[config.mk]
export PLATFORM = sky130hd
export DESIGN_NAME = match_controller
export DESIGN_NICKNAME = d
export VERILOG_FILES = /design/src/rtl/match_controller.sv
export SDC_FILE = /design/constraint.sdc
export NUM_CORES = 1
export LEC_CHECK = 0
export ABC_CLOCK_PERIOD_IN_PS = 6500
export CORE_UTILIZATION = 40
export CTS_CLUSTER_SIZE = 30
export DETAILED_ROUTE_END_ITERATION = 12
export HOLD_SLACK_MARGIN = 0.03
export PLACE_DENSITY = 0.72
export SKIP_CTS_REPAIR_TIMING = 1
export SLEW_MARGIN = 25
export SYNTH_ARGS = -nofsm -noshare
export SYNTH_HDL_FRONTEND = slang
export SYNTH_SLANG_ARGS = --single-unit
[constraint.sdc]
create_clock -name clk_fpga -period 6.5 [get_ports clk_fpga]
set_input_delay 1.3 -clock clk_fpga [delete_from_list [all_inputs] [get_ports clk_fpga]]
set_output_delay 1.3 -clock clk_fpga [all_outputs]
set_load 0.05 [all_outputs]
[src/rtl/match_controller.sv]
// Cricket match sequencer: bowl pulses -> delivery strobes, ball/over counting, innings break, result.
// Optional AUTO_BOWL_EN adds a free-running auto-bowl pulse generator ORed with bowl_btn.
module match_controller #(
  parameter int OVERS          = 2,
  parameter int BALLS_PER_OVER = 6,
  parameter int MAX_WICKETS    = 10,
  parameter int AUTO_PERIOD    = 50_000_000
) (
  input  logic       clk_fpga,
  input  logic       reset,
  input  logic       bowl_btn,
  input  logic [3:0] lfsr_out,
  input  logic [7:0] runs,
  input  logic [3:0] wickets,
  output logic       delivery,
  output logic       teamSwitch,
  output logic       gameOver,
  output logic       innings,
  output logic [2:0] balls,
  output logic [3:0] overs,
  output logic [7:0] target,
  output logic [1:0] winner,
  output logic [2:0] state_dbg
);

  // Handshake: bowl requests are single-cycle pulses accepted only in BOWL_WAIT
  // (or BREAK, where they just resume play); a request in any other state is dropped.
  typedef enum logic [2:0] {
    BOWL_WAIT = 3'd0,
    DELIVER   = 3'd1,
    SETTLE    = 3'd2,
    EVAL      = 3'd3,
    BREAK     = 3'd4,
    DONE      = 3'd5
  } state_t;

  state_t     state;
  logic [3:0] outcome;
  logic       bowl_req;

`ifdef AUTO_BOWL_EN
  localparam int CW = (AUTO_PERIOD > 1) ? $clog2(AUTO_PERIOD) : 1;
  logic [CW-1:0] auto_cnt;
  logic          auto_pulse;

  always_ff @(posedge clk_fpga or posedge reset) begin
    if (reset) begin
      auto_cnt   <= '0;
      auto_pulse <= 1'b0;
    end else if (state != DONE) begin
      if (auto_cnt == CW'(AUTO_PERIOD - 1)) begin
        auto_cnt   <= '0;
        auto_pulse <= 1'b1;
      end else begin
        auto_cnt   <= auto_cnt + 1'b1;
        auto_pulse <= 1'b0;
      end
    end else begin
      auto_pulse <= 1'b0;
    end
  end

  assign bowl_req = bowl_btn | auto_pulse;
`else
  logic unused_auto_period;
  assign unused_auto_period = (AUTO_PERIOD < 0);
  assign bowl_req = bowl_btn;
`endif

  logic       legal;
  logic [3:0] balls_sum;
  logic       rollover;
  logic [2:0] balls_next;
  logic [3:0] overs_next;
  logic       innings_end;
  logic       chased;
  logic       tie;

  // Counters are evaluated one step ahead so the innings-end test sees the post-ball overs.
  always_comb begin
    legal       = (outcome != 4'd13) && (outcome != 4'd14);
    balls_sum   = {1'b0, balls} + {3'b000, legal};
    rollover    = (balls_sum == 4'(BALLS_PER_OVER));
    balls_next  = rollover ? 3'd0 : balls_sum[2:0];
    overs_next  = overs + {3'b000, rollover};
    innings_end = (wickets >= 4'(MAX_WICKETS)) || (overs_next == 4'(OVERS));
    chased      = innings && (runs >= target);
    tie         = (runs == target - 8'd1);
  end

  always_ff @(posedge clk_fpga or posedge reset) begin
    if (reset) begin
      state      <= BOWL_WAIT;
      outcome    <= 4'd0;
      delivery   <= 1'b0;
      teamSwitch <= 1'b0;
      gameOver   <= 1'b0;
      innings    <= 1'b0;
      balls      <= 3'd0;
      overs      <= 4'd0;
      target     <= 8'd0;
      winner     <= 2'b00;
    end else begin
      delivery <= 1'b0;
      case (state)
        BOWL_WAIT: begin
          if (bowl_req) begin
            state    <= DELIVER;
            delivery <= 1'b1;
          end
        end
        DELIVER: begin
          outcome <= lfsr_out;
          state   <= SETTLE;
        end
        SETTLE: state <= EVAL;
        EVAL: begin
          balls <= balls_next;
          overs <= overs_next;
          if (chased) begin
            winner   <= 2'b10;
            gameOver <= 1'b1;
            state    <= DONE;
          end else if (innings_end) begin
            if (!innings) begin
              target     <= runs + 8'd1;
              teamSwitch <= 1'b1;
              innings    <= 1'b1;
              state      <= BREAK;
            end else begin
              winner   <= tie ? 2'b11 : 2'b01;
              gameOver <= 1'b1;
              state    <= DONE;
            end
          end else begin
            state <= BOWL_WAIT;
          end
        end
        // First-innings figures stay visible through the break; cleared when play resumes.
        BREAK: begin
          if (bowl_req) begin
            balls <= 3'd0;
            overs <= 4'd0;
            state <= BOWL_WAIT;
          end
        end
        DONE:    state <= DONE;
        default: state <= BOWL_WAIT;
      endcase
    end
  end

  assign state_dbg = state;

endmodule
Word-level counts from Yosys, hierarchy flattened:

Index checks and enable logic that the tools add are counted.

* add/sub/neg operators: 4
* $lt $le $gt $ge: 2
* eq/ne operators: 12
* multiplexer cells: 19
* bitwise logic cells: 2
* reductions and logical operators: 12

Operators by type and width (number)
* 3-bit one-hot mux with 6 select lines: 1
* 3-bit 2-to-1 mux: 5
* 8-bit by 1-bit adder with 8-bit output (second input constant): 1
* 8-bit equality test: 1
* 8-bit greater-or-equal comparator: 1
* 2-bit 2-to-1 mux: 4
* 4-bit != test (second input constant): 2
* 4-bit one-hot mux with 2 select lines: 1
* 8-bit by 1-bit subtractor with 8-bit output (second input constant): 1
* 3-bit by 2-bit equality test with 1-bit output (second input constant): 2
* 3-bit equality test (second input constant): 2
* 1-bit 2-to-1 mux: 6
* 3-bit one-hot mux with 2 select lines: 1
* 3-bit AND reduction: 2
* 2-bit nonzero test: 3
* 3-bit by 1-bit adder with 4-bit output: 1
* 4-bit by 1-bit adder with 4-bit output: 1
* 4-bit by 2-bit equality test with 1-bit output (second input constant): 1
* 4-bit by 3-bit equality test with 1-bit output (second input constant): 1
* 4-bit greater-or-equal comparator (second input constant): 1
* 4-bit 2-to-1 mux: 1
* 2-bit != test (second input constant): 2
* 2-bit AND reduction: 2
* 4-bit AND reduction: 1
* 5 further kinds: 7

* bits in registers: 28
* input bits: 19

Depth between registers and ports, before layout:

Gate-level depths: netlist of run 1.

* depth after elaboration: 10
* depth in mapped cells: 14
* mapped depth without buffers: 14

Worst setup path after synthesis of run 1:

No wires, ideal clock.

* kind: flip-flop to flip-flop
* start point: register balls[0]
* end point: register target[1]
* arrival time: 2.921 ns
* path slack: 3.454 ns
* cell stages (with the launch flop): 13
* period minus slack after synthesis: 3.046 ns
* path through: dfrtp_1 > ha_1 > ha_1 > nor2b_1 > a21oi_1 > nor3b_1 > ha_1 > ha_1 > xor2_1 > nor3_1 > a22oi_2 > nor2_8 > mux2_2

* cells in the longest elaborated chain, start to end: 6

Ends and longest elaborated chain
* start: declaration: RTL line 19 `output logic [2:0] balls,`
* start signal: assignment: RTL line 118 `balls <= balls_next;`
* 3-bit by 1-bit adder with 4-bit output: RTL line 82 `balls_sum = {1'b0, balls} + {3'b000, legal};`
* 4-bit by 3-bit equality test with 1-bit output: RTL line 83 `rollover = (balls_sum == 4'(BALLS_PER_OVER));`
* 4-bit by 1-bit adder with 4-bit output: RTL line 85 `overs_next = overs + {3'b000, rollover};`
* 4-bit by 2-bit equality test with 1-bit output: RTL line 86 `innings_end = (wickets >= 4'(MAX_WICKETS)) || (overs_next == 4'(OVERS));`
* 1-bit logical OR: RTL line 86
* 4-bit AND reduction (no line)
* end signal: assignment: RTL line 126 `target <= runs + 8'd1;`
* end: declaration: RTL line 21 `output logic [7:0] target,`

Every way passes these cells.
A chain may end at the register's enable or synchronous reset.

Final worst setup path of run 1:

* start point: register outcome[0]
* end point: register target[1]

* cells in the longest elaborated chain, start to end: 8
* elaborated cells on any way between the ends: 9

Ends and longest elaborated chain
* start: declaration: RTL line 38 `logic [3:0] outcome;`
* start signal: assignment: RTL line 113 `outcome <= lfsr_out;`
* 4-bit != test: RTL line 81 `legal = (outcome != 4'd13) && (outcome != 4'd14);`
* 1-bit logical AND (*): RTL line 81
* 3-bit by 1-bit adder with 4-bit output (*): RTL line 82
* 4-bit by 3-bit equality test with 1-bit output (*): RTL line 83
* 4-bit by 1-bit adder with 4-bit output (*): RTL line 85
* 4-bit by 2-bit equality test with 1-bit output (*): RTL line 86
* 1-bit logical OR (*): RTL line 86
* 4-bit AND reduction (no line) (*)

Every way passes the cells marked *; elsewhere a longest branch is shown, timed or not.

==> flow_summary_export.csv, run 1 <==
group,metric,value,unit
hold_path,hold_path_startpoint,"teamSwitch",
pwr,pwr-share-comb,0.502,
routing,via_count,1458,
setup_path,crit_fanout,9,
hold_path,hold_class,"reg -> reg",
pwr,power_frac_seq,0.356,
global_route,grt_usage,0.1673,
cells_and_area,fillers,402,
clocking,clk_pin_slew,0.10,ns
routing,drt-initial-drc-count,47,
global_route,overflow,0,
yosys,netlist_area,1813,sq um
yosys,synthFlopType,"dfrtp_1",
routing,wl_per_cell,14.11,microns
yosys,syn_inst,177,
die,start_util,0.4164,
pwr,p_per_area,329.9,nW/um^2
yosys,synth-seq-cells,28,
sta,fmax,303.9,MHz
cells_and_area,diodes,0,
clocking,cts_root_buffer,"clkbuf_8",
cells_and_area,regArea,700.7,sq um
setup_path,critical_path_class,"reg -> reg",
cells_and_area,area.growth.synth_to_final,28.09,%
yosys,ys_warn_count,0,
yosys,synth.avg_cell_area,10.24,sq um
setup_path,r2r_start,"outcome[0]",
yosys,yosysSeqAreaShare,0.3865,
die,boundaryPins,43,
yosys,synth_edf_count,0,
setup_path,reg2regPathDepth,14,
global_route,grt_first_pass_wirelength,6630,microns
clocking,clock_path_buffers,2,
setup_path,rr_endpoint,"target[1]",
pwr,p_switching,0.3318,mW
clocking,cts_max_level,1,
sta,finalMaxSlewViolations,0,
sta,setup_viol,0,
cells_and_area,final_cell_area,2322,sq um
die,core,4354,sq um
sta,rsz0062_at_grt,"false",
global_route,grt_pass1_vias,1451,
clocking,clock_latency,0.28,ns
die,chipWidth,69.33,microns
job,drv_cap,0,
pwr,p_sw_frac,0.4331,
place,place_area,2267,sq um
pwr,vdd_drop_max,0.0001763,V
yosys,synthArstFlopShare,1.000,
place,place_congestion,0.7997,
pwr,power,0.7661,mW
place,dp_hpwl,2937,microns
setup_path,arrival,3.46,ns
global_route,grt_max_degree,29,
sta,fin_setup_tns,0,ns
global_route,antenna_found_initial,0,
place,dp.cells,266,
sta,slew_headroom,0.5967,
sta,fin_crit_sh,0.5063,
sta,finalClockSkew,0.006836,ns
setup_path,crit_required,6.67,ns
hold_path,hold_end,"teamSwitch",
die,die_h,69.33,microns
routing,dr.pass1.iters,4,
routing,via_per_inst,5.400,
cells_and_area,nNetsFinal,252,
routing,ant_nets,0,
setup_path,endpoint_kind,"register",
sta,hold_viol_final,0,
setup_path,crit_path_start,"outcome[0]",
sta,final.min_clock_period,3.291,ns
yosys,ys_types,44,
setup_path,worstSetupStartpointType,"register",
routing,totalWireLength,3809,microns
clocking,cts_made_buffers,3,
yosys,syn_nets,210,
sta,whs,0.4700,ns
sta,worst_pin_slew,0.6022,ns
cells_and_area,drive_above_1_share,0.08716,
routing,drc,0,
setup_path,regToRegSetupSlack,3.21,ns
hold_path,hold_depth,1,
place,numPortBuffers,41,
die,dieArea,4806,sq um
clocking,cts_tree,"yes",
clocking,clock_sinks,28,
pwr,p_leak,1.023,nW
cells_and_area,final_cells,270,
pwr,clockPowerShare,0.142,
die,row_count,24,
cells_and_area,multi_input_area,1039,sq um
pwr,power.internal,0.4343,mW
status,outcome,"complete, no violations",
==> worst max-delay path, stage by stage, from the launching register on <==
cell     delay (ns)
dfrtp_1        0.40
xor2_1         0.17
nand3_1        0.10
ha_1           0.20
ha_1           0.21
a21oi_1        0.12
a21oi_1        0.08
nor3b_1        0.33
ha_1           0.24
ha_1           0.20
xor2_1         0.11
nor3_1         0.24
a22oi_2        0.18
nor2_8         0.24
mux2_2         0.36
==> logic make-up after synthesis <==
| logic type | synth area share |
|---|---|
| simple gates | 0.1663 |
| mux | 0.07522 |
| xor+xnor | 0.08696 |
| buf+inv | 0.04071 |
| compound gates | 0.1477 |
| fa+ha+maj | 0.09662 |
| flops | 0.3865 |
==> cell usage after synthesis, types with 2 or more instances <==
master     number  area, sq um
mux2i_1         8        80.08
xor2_1         11        96.34
a21oi_1         6        30.03
a22o_1          5        43.79
or2_2           2        12.51
xnor2_1         7        61.31
nor2b_1         2        12.51
o211ai_1        3        22.52
nor3_1          3        15.01
mux2_2          5        56.30
and3_1          4        25.02
ha_1           14        175.2
nand4bb_1       2        22.52
o21ai_0         5        25.02
a31oi_1         3        18.77
nor2_1         10        37.54
o31ai_1         3        22.52
nand2_1         8        30.03
o21a_1          2        15.01
inv_1          14        52.55
a211oi_1        3        22.52
nand3_1         8        40.04
dfrtp_1        28        700.7
==> metal layers <==
metal,track usage,part of all wire,vias to the layer above
li1,-,-,718
met5,0,0,-
met3,0.03198,0.033,2
met1,0.2348,0.50,712
met2,0.2729,0.46,26
met4,0.02721,0.0060,0
==> how the worst max path moves through the flow <==
| stage | slack [ns] | endpoint | cells after the start |
|---|---|---|---|
| 6_report | 3.21 | target[1] | 14 |
| 5_1_grt | 2.96 | target[1] | 14 |
| 4_1_cts | 3.20 | target[1] | 14 |
| 3_5_place_dp | 2.96 | state_dbg[0] | 7 |
| 3_3_place_gp | 3.00 | state_dbg[0] | 7 |
| 2_1_floorplan | 3.45 | target[1] | 12 |
==> through the flow <==
| step | util | setup WS (ns) |
|---|---|---|
| final | 0.5333 | 3.209 |
| after global routing | 0.5333 | 2.958 |
| after CTS | 0.5333 | 3.197 |
| after detailed placement | 0.5207 | 2.956 |
| after global placement | 0.5207 | 2.999 |
| after floorplan | - | 3.454 |
==> cell usage in the layout (no fill, tap or decap), drive strengths merged, types with 3 or more instances in the layout <==
cell           count
o21ai              5
a211oi             3
xnor2              7
nor2              11
nand2              8
a22o               5
a31oi              3
nand3              8
and3               4
clkbuf             4
dfrtp             28
inv               14
nor3               3
clkdlybuf4s50     41
xor2              11
o211ai             3
mux2               5
ha                14
a21oi              6
o31ai              3
mux2i              8
==> power by group through the flow <==
stage                     Clock [mW]  Sequential [mW]  Combinational (mW)
final                          0.109            0.272               0.385
after global routing           0.118            0.282               0.417
after CTS                      0.111            0.272               0.387
after detailed placement           0            0.275               0.385
after global placement             0            0.274               0.379
after floorplan                    0            0.373               0.176
==> sequential cells by signal, indices dropped and copies added (netlist names) <==
register,count
balls,3
delivery,1
gameOver,1
innings,1
outcome,4
overs,4
state_dbg,3
target,8
teamSwitch,1
winner,2
==> area by class of cell <==
cell class                      count  area share
Multi-Input combinational cell    131      0.4472
Sequential cell                    28      0.3017
Timing Repair Buffer               41      0.1767
Tap cell                           52     0.02802
Clock buffer                        4     0.02371
Inverter                           14     0.02263
(Power assumes the default switching activity.)
==> run 2, diff against run 1 <==
- ABC_CLOCK_PERIOD_IN_PS: 6500 -> 2730
- PLACE_DENSITY: 0.72 -> 0.75
- clock period: 6.5 -> 2.73 ns (I/O delays scaled with it)
==> run 2 against run 1 <==
Net effect: the flow now finishes with violations (setup timing); sequential power rose by 140%; worst hold slack improved by 0.0070 ns; maximum frequency rose by 16%; highest routed layer unchanged.
==> flow_summary_export.csv, run 2 (same netlist as run 1, synthesis figures left out) <==
group,metric,value,unit
status,outcome,"complete, but fails checks",
status,failed_checks,"setup timing",
routing,via_per_inst,5.400,
cells_and_area,largest_reg_flops,8,
place,numPortBuffers,41,
pwr,p_switching,0.8448,mW
cells_and_area,post-route-util,0.5897,
setup_path,crit_path_max_incr_delay,0.40,ns
pwr,power.internal,1.117,mW
die,boundaryPins,43,
setup_path,cp_num_buf_inv,2,
sta,slew_headroom,0.5974,
cells_and_area,final_cells,285,
clocking,cts_made_buffers,3,
die,row_count,24,
pwr,power,1.962,mW
routing,via_count,1539,
die,chipWidth,69.33,microns
routing,wl_met1,1977,microns
job,drv_cap,0,
routing,drt-initial-drc-count,96,
global_route,grt_max_degree,29,
setup_path,crit_required,2.93,ns
cells_and_area,regMostFlops,"target",
routing,ant_nets,0,
setup_path,crit_fanout,7,
sta,fin_setup_tns,-0.9303,ns
cells_and_area,regArea,701.9,sq um
cells_and_area,drive_above_1_share,0.2103,
setup_path,regToRegSetupSlack,-0.12,ns
cells_and_area,diodes,0,
routing,dr.pass1.iters,4,
clocking,clock_latency,0.28,ns
routing,wl_per_cell,15.00,microns
global_route,grt_first_pass_wirelength,6906,microns
setup_path,crit_family,"adder cells",
cells_and_area,nNetsFinal,267,
pwr,clockPowerShare,0.134,
sta,fin_crit_sh,1.043,
routing,met3WireLength,135,microns
pwr,vdd_drop_max,0.0006240,V
cells_and_area,mostFrequentLayoutCells,"41 x clkdlybuf4s50_1, 27 x dfrtp_1, 14 x inv_1",
clocking,cts_tree,"yes",
die,core,4354,sq um
die,die_h,69.33,microns
setup_path,cp_num_cells,16,
sta,setup_viol,13,
sta,worst_pin_slew,0.6011,ns
setup_path,crit_chain,"xor2_1, nand3_1, ha_2, ha_4, nor2b_4, a21oi_2, nor3b_2, ha_2, ha_4, nand2b_4, nor3_2, a22oi_2, buf_6, nor2_8, buf_12, mux2i_1",
clocking,clk_pin_slew,0.10,ns
routing,totalWireLength,4276,microns
clocking,cts_root_buffer,"clkbuf_8",
global_route,grt_usage,0.1772,
setup_path,arrival,3.05,ns
routing,wl_met2,2103,microns
sta,finalClockSkew,0.006413,ns
routing,drc,0,
setup_path,reg2regPathDepth,16,
pwr,p_per_area,764.1,nW/um^2
sta,rsz0062_at_grt,"true",
sta,finalMaxSlewViolations,0,
sta,final.min_clock_period,2.848,ns
pwr,pwr-share-comb,0.528,
setup_path,critPathSlowestCell,"dfrtp_1",
cells_and_area,reg.largest.list,"target: 8 flops, outcome: 4 flops, overs: 4 flops",
global_route,grt_pass1_vias,1487,
sta,setup_ws,-0.1176,ns
clocking,cts_max_level,1,
clocking,clock_path_buffers,2,
pwr,p_sw_frac,0.4306,
sta,fmax,351.2,MHz
hold_path,hold_depth,1,
place,dp_hpwl,3143,microns
pwr,power_frac_seq,0.338,
setup_path,critical_path_class,"reg -> reg",
cells_and_area,layout_commonest_cell,"clkdlybuf4s50_1",
cells_and_area,fillers,361,
global_route,antenna_found_initial,0,
die,dieArea,4806,sq um
cells_and_area,area.growth.synth_to_final,41.61,%
place,place_congestion,0.8110,
setup_path,worstSetupStartpointType,"register",
cells_and_area,multi_input_area,1154,sq um
clocking,clock_sinks,28,
place,dp.cells,277,
pwr,p_leak,1.103,nW
setup_path,endpoint_kind,"register",
routing,highest_layer,"met4",
global_route,overflow,0,
hold_path,hold_class,"reg -> reg",
sta,hold_viol_final,0,
die,start_util,0.4164,
run 2: cell count changes in the layout (fill, tap and decap cells not counted), sizes merged:
cell,change
buf,+15
run 2: final timing paths:
kind / startpoint / end
max: outcome[0] / target[3]
min: gameOver / gameOver
max reg2reg: outcome[0] / target[3]
min reg2reg: gameOver / gameOver
max in group asynchronous: reset / balls[0]
min in group asynchronous: reset / target[0]
run 2: metrics by stage:
stage                     setup WS, ns  instance area, sq um  hold slack (ns)
after floorplan               -0.09220                  1868           0.4814
after global placement        -0.09580                  2417           0.4529
after detailed placement       -0.1825                  2417           0.4559
after CTS                      -0.2091                  2472           0.4830
after global routing           -0.2539                  2567           0.5042
final                          -0.1176                  2567           0.4770
run 2: layout make-up:
| type | count | share of cell area |
|---|---|---|
| Inverter | 14 | 0.02047 |
| Clock buffer | 4 | 0.02144 |
| Tap cell | 52 | 0.02534 |
| Multi-Input combinational cell | 131 | 0.4493 |
| Sequential cell | 28 | 0.2734 |
| Timing Repair Buffer | 56 | 0.2100 |
run 2: per-layer routing:
metal | vias up | global-route usage
met2 | 38 | 0.2826
met3 | 7 | 0.02616
li1 | 753 | -
met4 | 0 | 0.04308
met1 | 741 | 0.2535
met5 | - | 0
run 2: worst reg2reg max path, stage by stage (launching register included):
cell	delay [ns]
dfrtp_1	0.40
xor2_1	0.15
nand3_1	0.10
ha_2	0.21
ha_4	0.17
nor2b_4	0.13
a21oi_2	0.12
nor3b_2	0.07
ha_2	0.21
ha_4	0.28
nand2b_4	0.06
nor3_2	0.18
a22oi_2	0.08
buf_6	0.15
nor2_8	0.11
buf_12	0.15
mux2i_1	0.23
run 2: power groups by stage:
stage | Sequential (mW) | Combinational [mW] | Clock [mW]
3_3_place_gp | 0.664 | 0.961 | 0
2_1_floorplan | 0.899 | 0.459 | 0
4_1_cts | 0.663 | 0.983 | 0.265
5_1_grt | 0.683 | 1.11 | 0.287
3_5_place_dp | 0.670 | 0.979 | 0
6_report | 0.663 | 1.04 | 0.263
==> run 3, diff against run 2 <==
- CORE_UTILIZATION: 40 -> 45
- PLACE_DENSITY: 0.75 -> 0.82
==> run 3 against run 2 <==
Net effect: the flow still finishes with violations (setup timing); register-to-register slack worse by 0.04 ns; combinational power about the same; sequential power about the same; sequential cell count unchanged; total power is 4.5% higher; maximum frequency is 1.3% lower; sequential share of layout area about the same; cell area about the same; largest cell class unchanged.
==> flow_summary_export.csv, run 3 (same netlist as run 1, synthesis figures left out) <==
group,metric,value,unit
sta,whs,0.4955,ns
cells_and_area,drive_above_1_share,0.2026,
global_route,overflow,0,
die,boundaryPins,43,
clocking,clock_latency,0.28,ns
cells_and_area,nNetsFinal,266,
place,place_congestion,0.8466,
clocking,cts_made_buffers,3,
pwr,p_per_area,797.8,nW/um^2
cells_and_area,mostFrequentLayoutCells,"41 x clkdlybuf4s50_1, 27 x dfrtp_1, 14 x inv_1",
routing,via_count,1544,
setup_path,crit_chain,"xor2_1, nand3_1, ha_4, ha_4, a21oi_2, a21oi_2, nor3b_2, ha_2, ha_4, xor2_4, nor3_4, a22oi_2, buf_6, nor2_8, buf_6, mux2i_1",
sta,setup_viol,13,
place,dp_slack,-0.1574,ns
clocking,clk_pin_slew,0.10,ns
routing,dr.pass1.iters,4,
sta,final.min_clock_period,2.885,ns
die,die_h,65.48,microns
place,dp.cells,275,
place,dp_hpwl,3171,microns
setup_path,crit_path_max_incr_delay,0.40,ns
routing,totalWireLength,4413,microns
setup_path,worstSetupEndpoint,"target[3]",
cells_and_area,regMostFlops,"target",
die,core,3771,sq um
routing,via_per_inst,5.514,
sta,rsz0062_at_grt,"true",
setup_path,reg2regPathDepth,16,
setup_path,worstSetupStartpointType,"register",
clocking,clock_path_buffers,2,
routing,wl_per_cell,15.76,microns
clocking,cts_tree,"yes",
setup_path,crit_path_start,"outcome[0]",
pwr,vdd_drop_max,0.0006277,V
global_route,grt_first_pass_wirelength,6755,microns
die,dieArea,4287,sq um
clocking,cts_max_level,1,
sta,setup_ws,-0.1550,ns
hold_path,hold_class,"reg -> reg",
setup_path,crit_required,2.94,ns
setup_path,rr_endpoint,"target[3]",
cells_and_area,reg.largest.list,"target: 8 flops, outcome: 4 flops, overs: 4 flops",
die,row_count,22,
sta,finalMaxSlewViolations,0,
setup_path,endpoint_kind,"register",
setup_path,crit_fanout,4,
routing,drc,0,
global_route,antenna_found_initial,0,
sta,fin_setup_tns,-1.568,ns
sta,fmax,346.6,MHz
clocking,cts_root_buffer,"clkbuf_8",
global_route,grt_pass1_vias,1434,
setup_path,arrival,3.09,ns
setup_path,r2r_start,"outcome[0]",
cells_and_area,diodes,0,
status,failed_checks,"setup timing",
sta,worst_pin_slew,0.7029,ns
setup_path,regToRegSetupSlack,-0.16,ns
sta,fin_crit_sh,1.057,
cells_and_area,layout_commonest_cell,"clkdlybuf4s50_1",
die,chipWidth,65.48,microns
status,outcome,"complete, but fails checks",
sta,slew_headroom,0.5292,
cells_and_area,final_cells,280,
routing,ant_nets,0,
cells_and_area,area.growth.synth_to_final,41.68,%
place,numPortBuffers,41,
sta,finalClockSkew,0.002605,ns
die,start_util,0.4808,
setup_path,critical_path_class,"reg -> reg",
pwr,p_leak,1.109,nW
setup_path,critPathSlowestCell,"dfrtp_1",
global_route,grt_usage,0.2088,
global_route,grt_max_degree,19,
sta,hold_viol_final,0,
clocking,clock_sinks,28,
setup_path,cp_common_cell,"ha_4",
cells_and_area,largest_reg_flops,8,
routing,drt-initial-drc-count,65,
job,drv_cap,0,
## run 3: worst max-delay path: cells and delay by family, from the launching register on
family / cells / cell delay [ns]
xor gates and xnor gates: 2 / 0.25
adders and majority gates: 4 / 0.79
AOI/OAI and AO/OA: 3 / 0.26
buffers and inverters: 2 / 0.29
and+or+nand+nor: 4 / 0.62
DFF: 1 / 0.40
muxes: 1 / 0.20
## run 3: worst min-delay path by stage
| stage | start | endpoint | cells after the start |
|---|---|---|---|
| 2_1_floorplan | outcome[2] | outcome[2] | 1 |
| 6_report | teamSwitch | teamSwitch | 1 |
| 3_5_place_dp | winner[0] | winner[0] | 1 |
| 4_1_cts | teamSwitch | teamSwitch | 1 |
| 3_3_place_gp | gameOver | gameOver | 1 |
| 5_1_grt | teamSwitch | teamSwitch | 1 |
## run 3: layout make-up
type / count / area (sq um)
Tap cell: 48 / 60.06
Fill cell: 293 / 1202
Multi-Input combinational cell: 131 / 1160
Timing Repair Buffer: 55 / 523.0
Inverter: 14 / 52.55
Clock inverter: 1 / 30.03
Sequential cell: 28 / 701.9
Clock buffer: 3 / 41.29
## run 3: routing by layer
metal | up-vias | track usage | share of wire
met5 | - | 0 | 0
met4 | 0 | 0.07337 | 0.016
met3 | 7 | 0.03993 | 0.043
met2 | 47 | 0.3028 | 0.48
met1 | 746 | 0.3063 | 0.46
li1 | 744 | - | -
## run 3: metrics by stage
stage                     power, mW  area [sq um]    util
after floorplan               1.358          1868       -
after global placement        1.630          2415  0.6403
after detailed placement      1.654          2415  0.6403
after CTS                     1.983          2486  0.6593
after global routing          2.162          2569  0.6812
final                         2.049          2569  0.6812
## run 3: report_power, final
group          internal (mW)  switching (mW)  total (mW)
clock                  0.197           0.143       0.340
sequential             0.528           0.136       0.664
combinational          0.461           0.585        1.05
total                   1.19           0.864        2.05
